## config.mk

```make
export PLATFORM = sky130hd
export DESIGN_NAME = rbm_hidden_seq_flat
export DESIGN_NICKNAME = d
export VERILOG_FILES = /design/src/rtl/rbm_hidden_seq_pkg.sv /design/src/rtl/rbm_hidden_seq_if.sv /design/src/rtl/rbm_hard_sigmoid.sv /design/src/rtl/rbm_hidden_seq.sv /design/src/flat_wrapper.sv
export SDC_FILE = /design/constraint.sdc
export NUM_CORES = 1
export LEC_CHECK = 0
export ABC_AREA = 1
export CORE_MARGIN = 4
export CORE_UTILIZATION = 30
export DETAILED_ROUTE_END_ITERATION = 12
export RECOVER_POWER = 25
export SYNTH_ARGS = -nofsm -noshare
export SYNTH_HDL_FRONTEND = slang
export SYNTH_SLANG_ARGS = --single-unit
```

## constraint.sdc

```tcl
create_clock -name clk -period 11.2 [get_ports clk]
set_input_delay 1.68 -clock clk [delete_from_list [all_inputs] [get_ports clk]]
set_output_delay 1.68 -clock clk [all_outputs]
set_load 0.005 [all_outputs]
```

## src/rtl/rbm_hidden_seq_pkg.sv

```systemverilog
`default_nettype none
// ============================================================================
// Module      : rbm_hidden_seq_pkg
// Description : Shared definitions for the sequential RBM hidden layer:
//               sequencer state encoding, accumulator/address width helpers,
//               LFSR feedback taps and the zero-seed substitute.
// Revision    : 1.0 - initial release
// ============================================================================
package rbm_hidden_seq_pkg;

  typedef enum logic [2:0] {
    S_IDLE  = 3'd0,
    S_BIAS  = 3'd1,
    S_MAC   = 3'd2,
    S_DRAIN = 3'd3,
    S_ACT   = 3'd4,
    S_OUT   = 3'd5,
    S_DONE  = 3'd6
  } state_t;

  // x^16 + x^14 + x^13 + x^11 : feedback from bits 15, 13, 12, 10
  localparam logic [15:0] c_lfsr_taps     = 16'hB400;
  // An all-zero LFSR would lock up, so a zero seed is replaced by this value
  localparam logic [15:0] c_seed_zero_sub = 16'h0001;

  // Sum of IN_DIM full-width products plus a bias cannot overflow this width
  function automatic int acc_width(input int in_bits, input int in_dim);
    return 2 * in_bits + $clog2(in_dim) + 1;
  endfunction

  function automatic int addr_width(input int depth);
    return (depth > 1) ? $clog2(depth) : 1;
  endfunction

  // Fibonacci step, shifting left, feedback enters at bit 0
  function automatic logic [15:0] lfsr_next(input logic [15:0] s);
    return {s[14:0], ^(s & c_lfsr_taps)};
  endfunction

endpackage
`default_nettype wire

```

## src/rtl/rbm_hidden_seq_if.sv

```systemverilog
`default_nettype none
// ============================================================================
// Module      : rbm_hidden_seq_if
// Description : Memory-fetch and result-stream bundle of rbm_hidden_seq.
//               master : the sequencer (drives addresses, h_valid/h_index/
//                        h_data; receives memory words and h_ready)
//               slave  : memories + consumer side
// Revision    : 1.0 - initial release
// ============================================================================
interface rbm_hidden_seq_if
  import rbm_hidden_seq_pkg::*;
#(
  parameter int INPUT_BITLENGTH   = 12,
  parameter int SIGMOID_BITLENGTH = 8,
  parameter int IN_DIM            = 784,
  parameter int H_DIM             = 441
) ();
  localparam int c_xaw = addr_width(IN_DIM);
  localparam int c_waw = addr_width(IN_DIM * H_DIM);
  localparam int c_baw = addr_width(H_DIM);

  logic        [c_xaw-1:0]             x_addr;
  logic signed [INPUT_BITLENGTH-1:0]   x_data;
  logic        [c_waw-1:0]             w_addr;
  logic signed [INPUT_BITLENGTH-1:0]   w_data;
  logic        [c_baw-1:0]             b_addr;
  logic signed [INPUT_BITLENGTH-1:0]   b_data;
  logic                                h_valid;
  logic                                h_ready;
  logic        [c_baw-1:0]             h_index;
  logic        [SIGMOID_BITLENGTH-1:0] h_data;

  modport master (
    output x_addr, w_addr, b_addr, h_valid, h_index, h_data,
    input  x_data, w_data, b_data, h_ready
  );

  modport slave (
    input  x_addr, w_addr, b_addr, h_valid, h_index, h_data,
    output x_data, w_data, b_data, h_ready
  );
endinterface
`default_nettype wire

```

## src/rtl/rbm_hard_sigmoid.sv

```systemverilog
`default_nettype none
// ============================================================================
// Module      : rbm_hard_sigmoid
// Description : Combinational hard sigmoid. acc carries 2*FRAC_BITS fraction
//               bits; result is clamp((acc>>>F)/4 + 0.5) reduced to
//               SIGMOID_BITLENGTH bits.
//   acc  in  ACC_W signed accumulator
//   prob out SIGMOID_BITLENGTH unsigned probability
// Revision    : 1.0 - initial release
// ============================================================================
module rbm_hard_sigmoid #(
  parameter int ACC_W             = 35,
  parameter int FRAC_BITS         = 8,
  parameter int SIGMOID_BITLENGTH = 8
) (
  input  logic signed [ACC_W-1:0]             acc,
  output logic        [SIGMOID_BITLENGTH-1:0] prob
);
  localparam logic signed [ACC_W-1:0] c_half = ACC_W'(2 ** (FRAC_BITS - 1));
  localparam logic signed [ACC_W-1:0] c_max  = ACC_W'(2 ** FRAC_BITS - 1);

  logic signed [ACC_W-1:0]     w_z;
  logic signed [ACC_W-1:0]     w_p;
  logic        [FRAC_BITS-1:0] w_clamped;

  always_comb begin
    w_z = acc >>> FRAC_BITS;
    w_p = (w_z >>> 2) + c_half;
    if (w_p[ACC_W-1]) begin
      w_clamped = '0;
    end else if (w_p > c_max) begin
      w_clamped = '1;
    end else begin
      w_clamped = w_p[FRAC_BITS-1:0];
    end
    prob = SIGMOID_BITLENGTH'(w_clamped >> (FRAC_BITS - SIGMOID_BITLENGTH));
  end
endmodule
`default_nettype wire

```

## src/rtl/rbm_hidden_seq.sv

```systemverilog
`default_nettype none
// ============================================================================
// Module      : rbm_hidden_seq
// Description : Sequential RBM hidden layer, one MAC, one hidden unit at a
//               time: h_j = hard_sigmoid(b_j + sum_i x_i*w_ij), streamed out
//               as probability or LFSR-driven binary sample.
//   clk, rst            clock / async active-high reset
//   start, sample_mode  begin a pass (IDLE only), output mode captured at start
//   seed_load, seed     LFSR seed (IDLE only)
//   busy, done          pass in progress / one-cycle completion pulse
//   bus (master)        x/w/b memory fetch (1-cycle latency), h_* stream
// Revision    : 1.0 - initial release
// ============================================================================
module rbm_hidden_seq
  import rbm_hidden_seq_pkg::*;
#(
  parameter int INPUT_BITLENGTH   = 12,
  parameter int FRAC_BITS         = 8,
  parameter int SIGMOID_BITLENGTH = 8,
  parameter int IN_DIM            = 784,
  parameter int H_DIM             = 441
) (
  input  logic                 clk,
  input  logic                 rst,
  input  logic                 start,
  input  logic                 sample_mode,
  input  logic                 seed_load,
  input  logic [15:0]          seed,
  output logic                 busy,
  output logic                 done,
  rbm_hidden_seq_if.master     bus
);
  localparam int c_xaw   = addr_width(IN_DIM);
  localparam int c_waw   = addr_width(IN_DIM * H_DIM);
  localparam int c_baw   = addr_width(H_DIM);
  localparam int c_acc_w = acc_width(INPUT_BITLENGTH, IN_DIM);
  localparam int c_pw    = 2 * INPUT_BITLENGTH;

  state_t                         r_state;
  state_t                         w_state_next;
  logic        [c_xaw-1:0]        r_i;
  logic        [c_waw-1:0]        r_waddr;
  logic        [c_baw-1:0]        r_j;
  logic signed [c_acc_w-1:0]      r_acc;
  logic        [15:0]             r_lfsr;
  logic                           r_mode;
  logic [SIGMOID_BITLENGTH-1:0]   r_h_data;

  logic signed [c_pw-1:0]         w_prod;
  logic signed [c_acc_w-1:0]      w_prod_ext;
  logic signed [c_acc_w-1:0]      w_bias_ext;
  logic [SIGMOID_BITLENGTH-1:0]   w_prob;
  logic [15:0]                    w_lfsr_adv;
  logic                           w_sample;
  logic                           w_last_i;
  logic                           w_last_j;

  assign w_last_i   = (r_i == c_xaw'(IN_DIM - 1));
  assign w_last_j   = (r_j == c_baw'(H_DIM - 1));
  assign w_prod     = bus.x_data * bus.w_data;
  assign w_prod_ext = {{(c_acc_w - c_pw){w_prod[c_pw-1]}}, w_prod};
  assign w_bias_ext = {{(c_acc_w - INPUT_BITLENGTH - FRAC_BITS){bus.b_data[INPUT_BITLENGTH-1]}},
                       bus.b_data, {FRAC_BITS{1'b0}}};

  // The sample is drawn against the LFSR value produced by this unit's step
  assign w_lfsr_adv = lfsr_next(r_lfsr);
  assign w_sample   = (w_lfsr_adv[SIGMOID_BITLENGTH-1:0] < w_prob);

  // Addresses come straight from the counters, so they stay frozen while OUT stalls
  assign bus.x_addr  = r_i;
  assign bus.w_addr  = r_waddr;
  assign bus.b_addr  = r_j;
  assign bus.h_index = r_j;
  assign bus.h_data  = r_h_data;

  rbm_hard_sigmoid #(
    .ACC_W             (c_acc_w),
    .FRAC_BITS         (FRAC_BITS),
    .SIGMOID_BITLENGTH (SIGMOID_BITLENGTH)
  ) u_sigmoid (
    .acc  (r_acc),
    .prob (w_prob)
  );

  always_ff @(posedge clk or posedge rst) begin
    if (rst) r_state <= S_IDLE;
    else     r_state <= w_state_next;
  end

  always_comb begin
    w_state_next = r_state;
    busy         = (r_state != S_IDLE);
    done         = 1'b0;
    bus.h_valid  = 1'b0;
    case (r_state)
      S_IDLE:  if (start) w_state_next = S_BIAS;
      S_BIAS:  w_state_next = S_MAC;
      S_MAC:   if (w_last_i) w_state_next = S_DRAIN;
      S_DRAIN: w_state_next = S_ACT;
      S_ACT:   w_state_next = S_OUT;
      S_OUT: begin
        bus.h_valid = 1'b1;
        if (bus.h_ready) w_state_next = w_last_j ? S_DONE : S_BIAS;
      end
      S_DONE: begin
        done         = 1'b1;
        w_state_next = S_IDLE;
      end
      default: w_state_next = S_IDLE;
    endcase
  end

  always_ff @(posedge clk or posedge rst) begin
    if (rst) begin
      r_i      <= '0;
      r_waddr  <= '0;
      r_j      <= '0;
      r_acc    <= '0;
      r_lfsr   <= c_seed_zero_sub;
      r_mode   <= 1'b0;
      r_h_data <= '0;
    end else begin
      case (r_state)
        S_IDLE: begin
          // Seed first so a same-cycle start runs with the new seed
          if (seed_load) r_lfsr <= (seed == 16'h0000) ? c_seed_zero_sub : seed;
          if (start) begin
            r_mode  <= sample_mode;
            r_i     <= '0;
            r_j     <= '0;
            r_waddr <= '0;
          end
        end
        S_MAC: begin
          r_i     <= w_last_i ? '0 : r_i + 1'b1;
          // Runs on into the next unit's base j*IN_DIM without a multiplier
          r_waddr <= r_waddr + 1'b1;
          // First MAC cycle sees the bias fetched in BIAS; later ones the previous product
          r_acc   <= (r_i == '0) ? w_bias_ext : r_acc + w_prod_ext;
        end
        S_DRAIN: r_acc <= r_acc + w_prod_ext;
        S_ACT: begin
          r_lfsr   <= w_lfsr_adv;
          r_h_data <= r_mode ? SIGMOID_BITLENGTH'(w_sample) : w_prob;
        end
        S_OUT: if (bus.h_ready) r_j <= w_last_j ? '0 : r_j + 1'b1;
        default: ;
      endcase
    end
  end
endmodule
`default_nettype wire

```

## src/flat_wrapper.sv

```systemverilog
// flat-port wrapper written by rule: the top's interface ports become plain ports
module rbm_hidden_seq_flat import rbm_hidden_seq_pkg::*;
#(
  parameter int INPUT_BITLENGTH   = 12,
  parameter int FRAC_BITS         = 8,
  parameter int SIGMOID_BITLENGTH = 8,
  parameter int IN_DIM            = 784,
  parameter int H_DIM             = 441
)
  (clk, rst, start, sample_mode, seed_load, seed, busy, done, bus_x_addr, bus_w_addr, bus_b_addr, bus_h_valid, bus_h_index, bus_h_data, bus_x_data, bus_w_data, bus_b_data, bus_h_ready);
  rbm_hidden_seq_if #(.INPUT_BITLENGTH(INPUT_BITLENGTH), .SIGMOID_BITLENGTH(SIGMOID_BITLENGTH), .IN_DIM(IN_DIM), .H_DIM(H_DIM)) bus_i ();
  input  logic clk;
  input  logic rst;
  input  logic start;
  input  logic sample_mode;
  input  logic seed_load;
  input  logic [15:0] seed;
  output logic busy;
  output logic done;
  output wire logic [$bits(bus_i.x_addr)-1:0] bus_x_addr;
  output wire logic [$bits(bus_i.w_addr)-1:0] bus_w_addr;
  output wire logic [$bits(bus_i.b_addr)-1:0] bus_b_addr;
  output wire logic [$bits(bus_i.h_valid)-1:0] bus_h_valid;
  output wire logic [$bits(bus_i.h_index)-1:0] bus_h_index;
  output wire logic [$bits(bus_i.h_data)-1:0] bus_h_data;
  input wire logic [$bits(bus_i.x_data)-1:0] bus_x_data;
  input wire logic [$bits(bus_i.w_data)-1:0] bus_w_data;
  input wire logic [$bits(bus_i.b_data)-1:0] bus_b_data;
  input wire logic [$bits(bus_i.h_ready)-1:0] bus_h_ready;
  assign bus_x_addr = bus_i.x_addr;
  assign bus_w_addr = bus_i.w_addr;
  assign bus_b_addr = bus_i.b_addr;
  assign bus_h_valid = bus_i.h_valid;
  assign bus_h_index = bus_i.h_index;
  assign bus_h_data = bus_i.h_data;
  assign bus_i.x_data = bus_x_data;
  assign bus_i.w_data = bus_w_data;
  assign bus_i.b_data = bus_b_data;
  assign bus_i.h_ready = bus_h_ready;
  rbm_hidden_seq #(.INPUT_BITLENGTH(INPUT_BITLENGTH), .FRAC_BITS(FRAC_BITS), .SIGMOID_BITLENGTH(SIGMOID_BITLENGTH), .IN_DIM(IN_DIM), .H_DIM(H_DIM)) u_core (.clk(clk), .rst(rst), .start(start), .sample_mode(sample_mode), .seed_load(seed_load), .seed(seed), .busy(busy), .done(done), .bus(bus_i));
endmodule
```

==> metrics, run 1 <==
R2R setup slack slightly below 6 ns; Max Clock Skew 0.0172 ns; status finished, violations left; DIE AREA 0.0496 mm^2; Num Clock Sinks about 100; most frequent cells in the layout nand2_1 (401), inv_1 (382), fa_1 (207), clkdlybuf4s50_1 (112), nor2_1 (110); Distinct cells, synth 52; Adder-Cell Fraction of Synth Area 39.2%; final hold vios 0; sequential cell area fraction in the yosys report about 18%; critical-path maximum fanout 12; Post-CTS Hold Fix Bufs 0; initial antenna violation count 3; TritonCTS buffer count 9; hpwl dp between 30 and 40 mm; hold slack 0.499 ns; ant diodes 0; Post-Synth Simple-Gate Area 19.2%; worst-margin pin slew around 2.4 ns; Core ar. 0.0455 mm^2; clock-pin slew on the worst setup and hold paths 0.08 ns; startpoint types input pin; Synth Instances 1722; Syn Nets 2089; DR WL/cell 15.7 um; CTS H-Tree Depth 3; Tmin final 8.23 ns; multiplexer area fraction after synthesis 0.371%; Initial Util 30.4%; Max Clk Rate 122 MHz; CTS root buffer clkbuf_16; crit end category register; Tot GR Track Use between 10% and 20%; routed via count 11224; main combinational cell family by area after synthesis adder cells; EDFF count, synth 0; Post-Syn Area per Cell 8.03 um^2; clk_lat worst skew 0.37 ns; Final Util about a third; share of cells above drive strength 1 3.38%; Post-CTS Setup Repair Bufs 0; synthesized area ~0.014 mm^2; critical path arrival around 8.4 ns; 1st-pass router iterations 5; Final Cycle Share 73.5%; area grow syn2layout 14.5%; global-route wire length before repair 64.1 mm; RSZ-0062 raised after global routing false; max-slew violations 50; final wirelength 37.7 mm; setup TNS 0 ns; final estimated routing congestion in global placement slightly below 0.9; post-cts sizing count 0; global route total overflow 0; pin count of the biggest net entering global routing 54; Clock Path Buffers 2; yosys warns 0; CTS tree yes; Synth Area in XOR/XNOR under 10%; Most used DFF post-synth dfrtp_1; PortBufs 115; Initial DRC Count 798; Synth Area in Compound Gates under 10%; Die H 223 um; most common cell after layout, fill and taps aside nand2_1; Antenna Nets Post-Route 0; I/O Pins 116; FF+latch count, synth 101; vias per cell between 4 and 5; max_cap viols 1; DRC viols 0; Nets 2169; max_slew headroom -58.9%; hold crit path type reg2reg; failing checks max-capacitance violations, max-slew violations; WS Path Type in2reg; Setup-failing EPs final 0; Chip Width 223 um; asr flop ratio synth 100%; # rows 78; Worst Path Required 11.41 ns; vias in the first global route 12075
## logic make-up (layout without fill, tap and decap cells)
kind of cell	Yosys count	in the layout
AOI/OAI and AO/OA	213	213
muxes	5	5
adders and majority gates	309	309
buffers and inverters	440	525
xor gates and xnor gates	27	27
DFF	101	101
and+or+nand+nor	627	627
## per-layer routing
metal | vias to the layer above | GRT usage [%] | wire length (um)
met3 | 36 | 2.96 | 2020
met2 | 254 | 26.4 | 17900
met1 | 5504 | 21.6 | 17300
li1 | 5424 | - | -
met5 | - | 0 | 35
met4 | 6 | 2.96 | 547
## Yosys cell counts, types with 4 or more instances
library cell | number | area share (%)
nand3_2 | 4 | 0.29
nor3_1 | 12 | 0.43
nand4_1 | 13 | 0.59
nor2_4 | 6 | 0.49
a21oi_1 | 50 | 1.8
nor2_1 | 110 | 3.0
o21ai_0 | 82 | 3.0
nand2_2 | 5 | 0.23
nand3_1 | 49 | 1.8
xor2_1 | 16 | 1.0
a21o_1 | 5 | 0.27
nor2_2 | 6 | 0.27
dfrtp_1 | 100 | 18
o31ai_1 | 4 | 0.22
clkbuf_1 | 39 | 1.1
o22ai_1 | 12 | 0.54
mux2i_1 | 4 | 0.29
ha_1 | 102 | 9.2
buf_4 | 9 | 0.49
o221ai_1 | 5 | 0.32
or2_2 | 5 | 0.23
a31oi_1 | 22 | 1.0
inv_1 | 383 | 10
nor4_1 | 7 | 0.32
a22oi_1 | 13 | 0.71
nand2_1 | 401 | 11
fa_1 | 207 | 30
xnor2_1 | 11 | 0.70
inv_2 | 4 | 0.11
## path summary, 6_finish.rpt
| kind | start | to | cells past startpoint |
|---|---|---|---|
| setup / recovery | bus_w_data[3] | u_core.r_acc[30]$_DFFE_PP0P_ | 22 |
| hold / removal | u_core.bus.w_addr[18]$_DFFE_PP0P_ | u_core.bus.w_addr[18]$_DFFE_PP0P_ | 1 |
| setup reg to reg | u_core.r_acc[7]$_DFFE_PP0P_ | u_core.r_acc[26]$_DFFE_PP0P_ | 23 |
| hold reg to reg | u_core.bus.w_addr[18]$_DFFE_PP0P_ | u_core.bus.w_addr[18]$_DFFE_PP0P_ | 1 |
| max in group asynchronous | rst | u_core.bus.h_data[5]$_DFFE_PP0P_ | 3 |
| min in group asynchronous | rst | u_core.bus.x_addr[1]$_DFFE_PP0P_ | 2 |
## worst max-delay path, cell delays in order
cell             delay [ns]
clkdlybuf4s50_1        0.68
nand2_1                0.25
inv_1                  0.11
fa_1                   0.61
inv_1                  0.16
fa_1                   0.63
fa_1                   0.82
inv_1                  0.33
fa_1                   0.57
fa_1                   0.49
ha_1                   0.30
ha_1                   0.37
a21oi_1                0.19
nor2_1                 0.06
a211oi_1               0.33
o21a_1                 0.19
nand3_1                0.11
nand2_1                0.08
nand2_1                0.05
or2_2                  0.27
nand3_1                0.07
a22oi_1                0.06
## sequential cells by signal, summed over array words and instances, names as in the netlist
| signal | cells |
|---|---|
| u_core.bus.h_data | 8 |
| u_core.r_lfsr | 16 |
| u_core.bus.w_addr | 19 |
| u_core.bus.x_addr | 10 |
| u_core.bus.b_addr | 9 |
| u_core.r_mode | 1 |
| u_core.r_acc | 35 |
| u_core.r_state | 3 |
## area by class of cell
type	count	area, um^2
inverter	388	1460
fill	4810	29600
sequential	101	2530
multi-input combinational	1181	9590
timing repair buffer	121	1200
clock inverter	7	91.3
tap	600	751
clock buffer	9	225
## stage by stage
stage | setup slack (ns) | instance area [um^2] | instances
floorplan | 3.54 | 13800 | 1722
global placement | 2.68 | 15500 | 2391
detailed placement | 2.51 | 15500 | 2391
CTS | 2.89 | 15900 | 2407
global route | 2.42 | 15800 | 2407
finish | 2.97 | 15800 | 2407
Power of run 1 is not shown: default switching activity piles up to over one toggle a cycle in this logic, so the estimate is an artifact.
==> run 2, diff against run 1 <==
- clock period: 11.2 -> 7.58 ns (I/O delays scaled with it)
==> metrics, run 2 (synthesis gave the netlist of run 1 again) <==
status finished, violations left (unchanged); failing checks max-capacitance violations, max-slew violations (unchanged); vias per cell 4.63 (was 4.66); Num Clock Sinks 101 (unchanged); final estimated routing congestion in global placement 0.878 (was 0.882); initial antenna violation count 2 (was 3); TritonCTS buffer count 9 (unchanged); area grow syn2layout 16.4% (was 14.5%); routed via count 11303 (was 11224); RSZ-0062 raised after global routing false (unchanged); I/O Pins 116 (unchanged); ant diodes 0 (unchanged); PortBufs 115 (unchanged); Worst Path Required 7.86 ns (was 11.41 ns); Setup-failing EPs final 0 (unchanged); Tmin final 7.02 ns; Core ar. 0.0455 mm^2 (unchanged); critical path arrival 7.30 ns (was 8.44 ns); DR WL/cell 14.9 um (was 15.7 um); clock-pin slew on the worst setup and hold paths 0.08 ns (about the same); Nets 2205 (was 2169); CTS tree yes (unchanged); most flop-heavy register u_core.r_acc (unchanged); global-route wire length before repair 61.9 mm (was 64.1 mm); metal2 WL 17.1 mm (was 17.9 mm); Post-CTS Hold Fix Bufs 0 (unchanged); share of cells above drive strength 1 5.15% (was 3.38%); CP endpoint u_core.r_acc[34]$_DFFE_PP0P_ (was u_core.r_acc[30]$_DFFE_PP0P_); Final Cycle Share slightly above 90%; Post-CTS Setup Repair Bufs 0 (unchanged); metal3 WL 1.91 mm (was 2.02 mm); CTS H-Tree Depth 3 (unchanged); Chip Width 223 um (unchanged); pin count of the biggest net entering global routing 56 (was 54); worst-margin pin slew 2.24 ns (was 2.37 ns); startpoint types input pin (unchanged); post-cts sizing count 0 (unchanged); CP delay by family, top adder cells (unchanged); Clock Path Buffers 2 (unchanged); Die H 223 um (unchanged); DRC viols 0 (unchanged); clk_lat worst skew 0.37 ns (about the same); critical path's slowest cell clkdlybuf4s50_1 (was fa_1); Post-DP Area 0.0158 mm^2 (was 0.0155 mm^2); Crit path depth 25 (was 22); # rows 78 (unchanged); Antenna Nets Post-Route 0 (unchanged); DIE AREA 0.0496 mm^2 (unchanged); CP max stage delay 0.73 ns (was 0.82 ns); top layer in use met5 (unchanged); crit path buf inv count 6 (was 4); worst r2r src u_core.r_acc[7]$_DFFE_PP0P_ (unchanged); finished layout cell area 0.0161 mm^2 (was 0.0158 mm^2); hold crit path type reg2reg (unchanged); max-slew violations 49 (was 50); final hold vios 0 (unchanged); WS Path Type in2reg (unchanged); most common cell after layout, fill and taps aside nand2_1 (unchanged); global route total overflow 0 (unchanged); CP Launch Point bus_x_data[9] (was bus_w_data[3]); Tot GR Track Use 15.1% (was 15.8%); most frequent cells in the layout nand2_1 (401), inv_1 (383), fa_1 (206), nor2_1 (111), clkdlybuf4s50_1 (109) (was nand2_1 (401), inv_1 (382), fa_1 (207), clkdlybuf4s50_1 (112), nor2_1 (110)); Initial Util 30.4% (unchanged); crit end category register (unchanged); r2r worst-path depth 23 (unchanged); critical-path maximum fanout 12 (unchanged); Initial DRC Count 592 (was 798); worst r2r dst u_core.r_acc[34]$_DFFE_PP0P_ (was u_core.r_acc[26]$_DFFE_PP0P_); CTS root buffer clkbuf_16 (unchanged); hpwl dp 31.0 mm (was 31.2 mm); Max Clk Rate 143 MHz; max_slew headroom -50.3% (was -58.9%); R2R setup slack 2.31 ns (was 5.92 ns); Max Clock Skew 0.0146 ns (was 0.0172 ns); final wirelength 36.5 mm (was 37.7 mm); M1 WL 17.0 mm (was 17.3 mm); max_cap viols 2 (was 1); setup TNS 0 ns (unchanged); Filler Cells Inserted 4788 (was 4810); max FFs per register 35 (unchanged); 1st-pass router iterations 5 (unchanged); vias in the first global route 12077 (was 12075)
[run 2: worst min-delay path by stage]
stage | startpoint | end | slack, ns | cells past startpoint
floorplan | u_core.r_acc[0]$_DFFE_PP0P_ | u_core.r_acc[0]$_DFFE_PP0P_ | 0.46 | 2
global placement | u_core.bus.w_addr[18]$_DFFE_PP0P_ | u_core.bus.w_addr[18]$_DFFE_PP0P_ | 0.47 | 1
detailed placement | u_core.bus.w_addr[18]$_DFFE_PP0P_ | u_core.bus.w_addr[18]$_DFFE_PP0P_ | 0.47 | 1
CTS | u_core.bus.w_addr[18]$_DFFE_PP0P_ | u_core.bus.w_addr[18]$_DFFE_PP0P_ | 0.48 | 1
global route | u_core.bus.w_addr[18]$_DFFE_PP0P_ | u_core.bus.w_addr[18]$_DFFE_PP0P_ | 0.50 | 1
finish | u_core.bus.w_addr[18]$_DFFE_PP0P_ | u_core.bus.w_addr[18]$_DFFE_PP0P_ | 0.48 | 1
[run 2: cell type report]
| cell class | instances | area, um^2 | share of cell area [%] |
|---|---|---|---|
| repair buffers | 157 | 1470 | 9.14 |
| flip-flops and latches | 101 | 2530 | 15.7 |
| well taps | 600 | 751 | 4.67 |
| inverters | 388 | 1460 | 9.07 |
| clock buffers | 9 | 225 | 1.40 |
| multi-input cells | 1181 | 9580 | 59.5 |
| clock inverters | 7 | 75.1 | 0.467 |
[run 2: metal layers]
layer	vias up	track usage, %
met4	4	2.27
met1	5522	20.6
met2	238	25.2
met5	-	0
met3	42	3.29
li1	5497	-
[run 2: metrics by stage]
| step | hold WS (ns) | std cells | utilization (%) | worst slack, ns |
|---|---|---|---|---|
| 6_report | 0.480 | 2443 | 35.4 | 0.563 |
| 3_3_place_gp | 0.471 | 2427 | 34.8 | 0.0847 |
| 3_5_place_dp | 0.470 | 2427 | 34.8 | -0.0661 |
| 5_1_grt | 0.497 | 2443 | 35.4 | 0.130 |
| 2_1_floorplan | 0.456 | 1722 | - | 0.468 |
| 4_1_cts | 0.485 | 2443 | 35.4 | 0.310 |
[run 2: worst register-to-register path, stage by stage (launching register included)]
cell	delay, ns
dfrtp_1	0.32
inv_1	0.08
fa_1	0.55
inv_1	0.05
fa_1	0.50
inv_1	0.05
fa_1	0.48
fa_1	0.56
inv_1	0.04
ha_1	0.28
ha_1	0.34
nand3b_1	0.08
nand2_1	0.10
a21oi_1	0.09
buf_4	0.15
o21ai_0	0.47
nand2_1	0.10
nand2_1	0.17
nand4_1	0.23
nand2_1	0.16
nand3_1	0.09
nand3_1	0.08
nand3_1	0.07
a21oi_1	0.14
Power of run 2 is left out for the same reason.
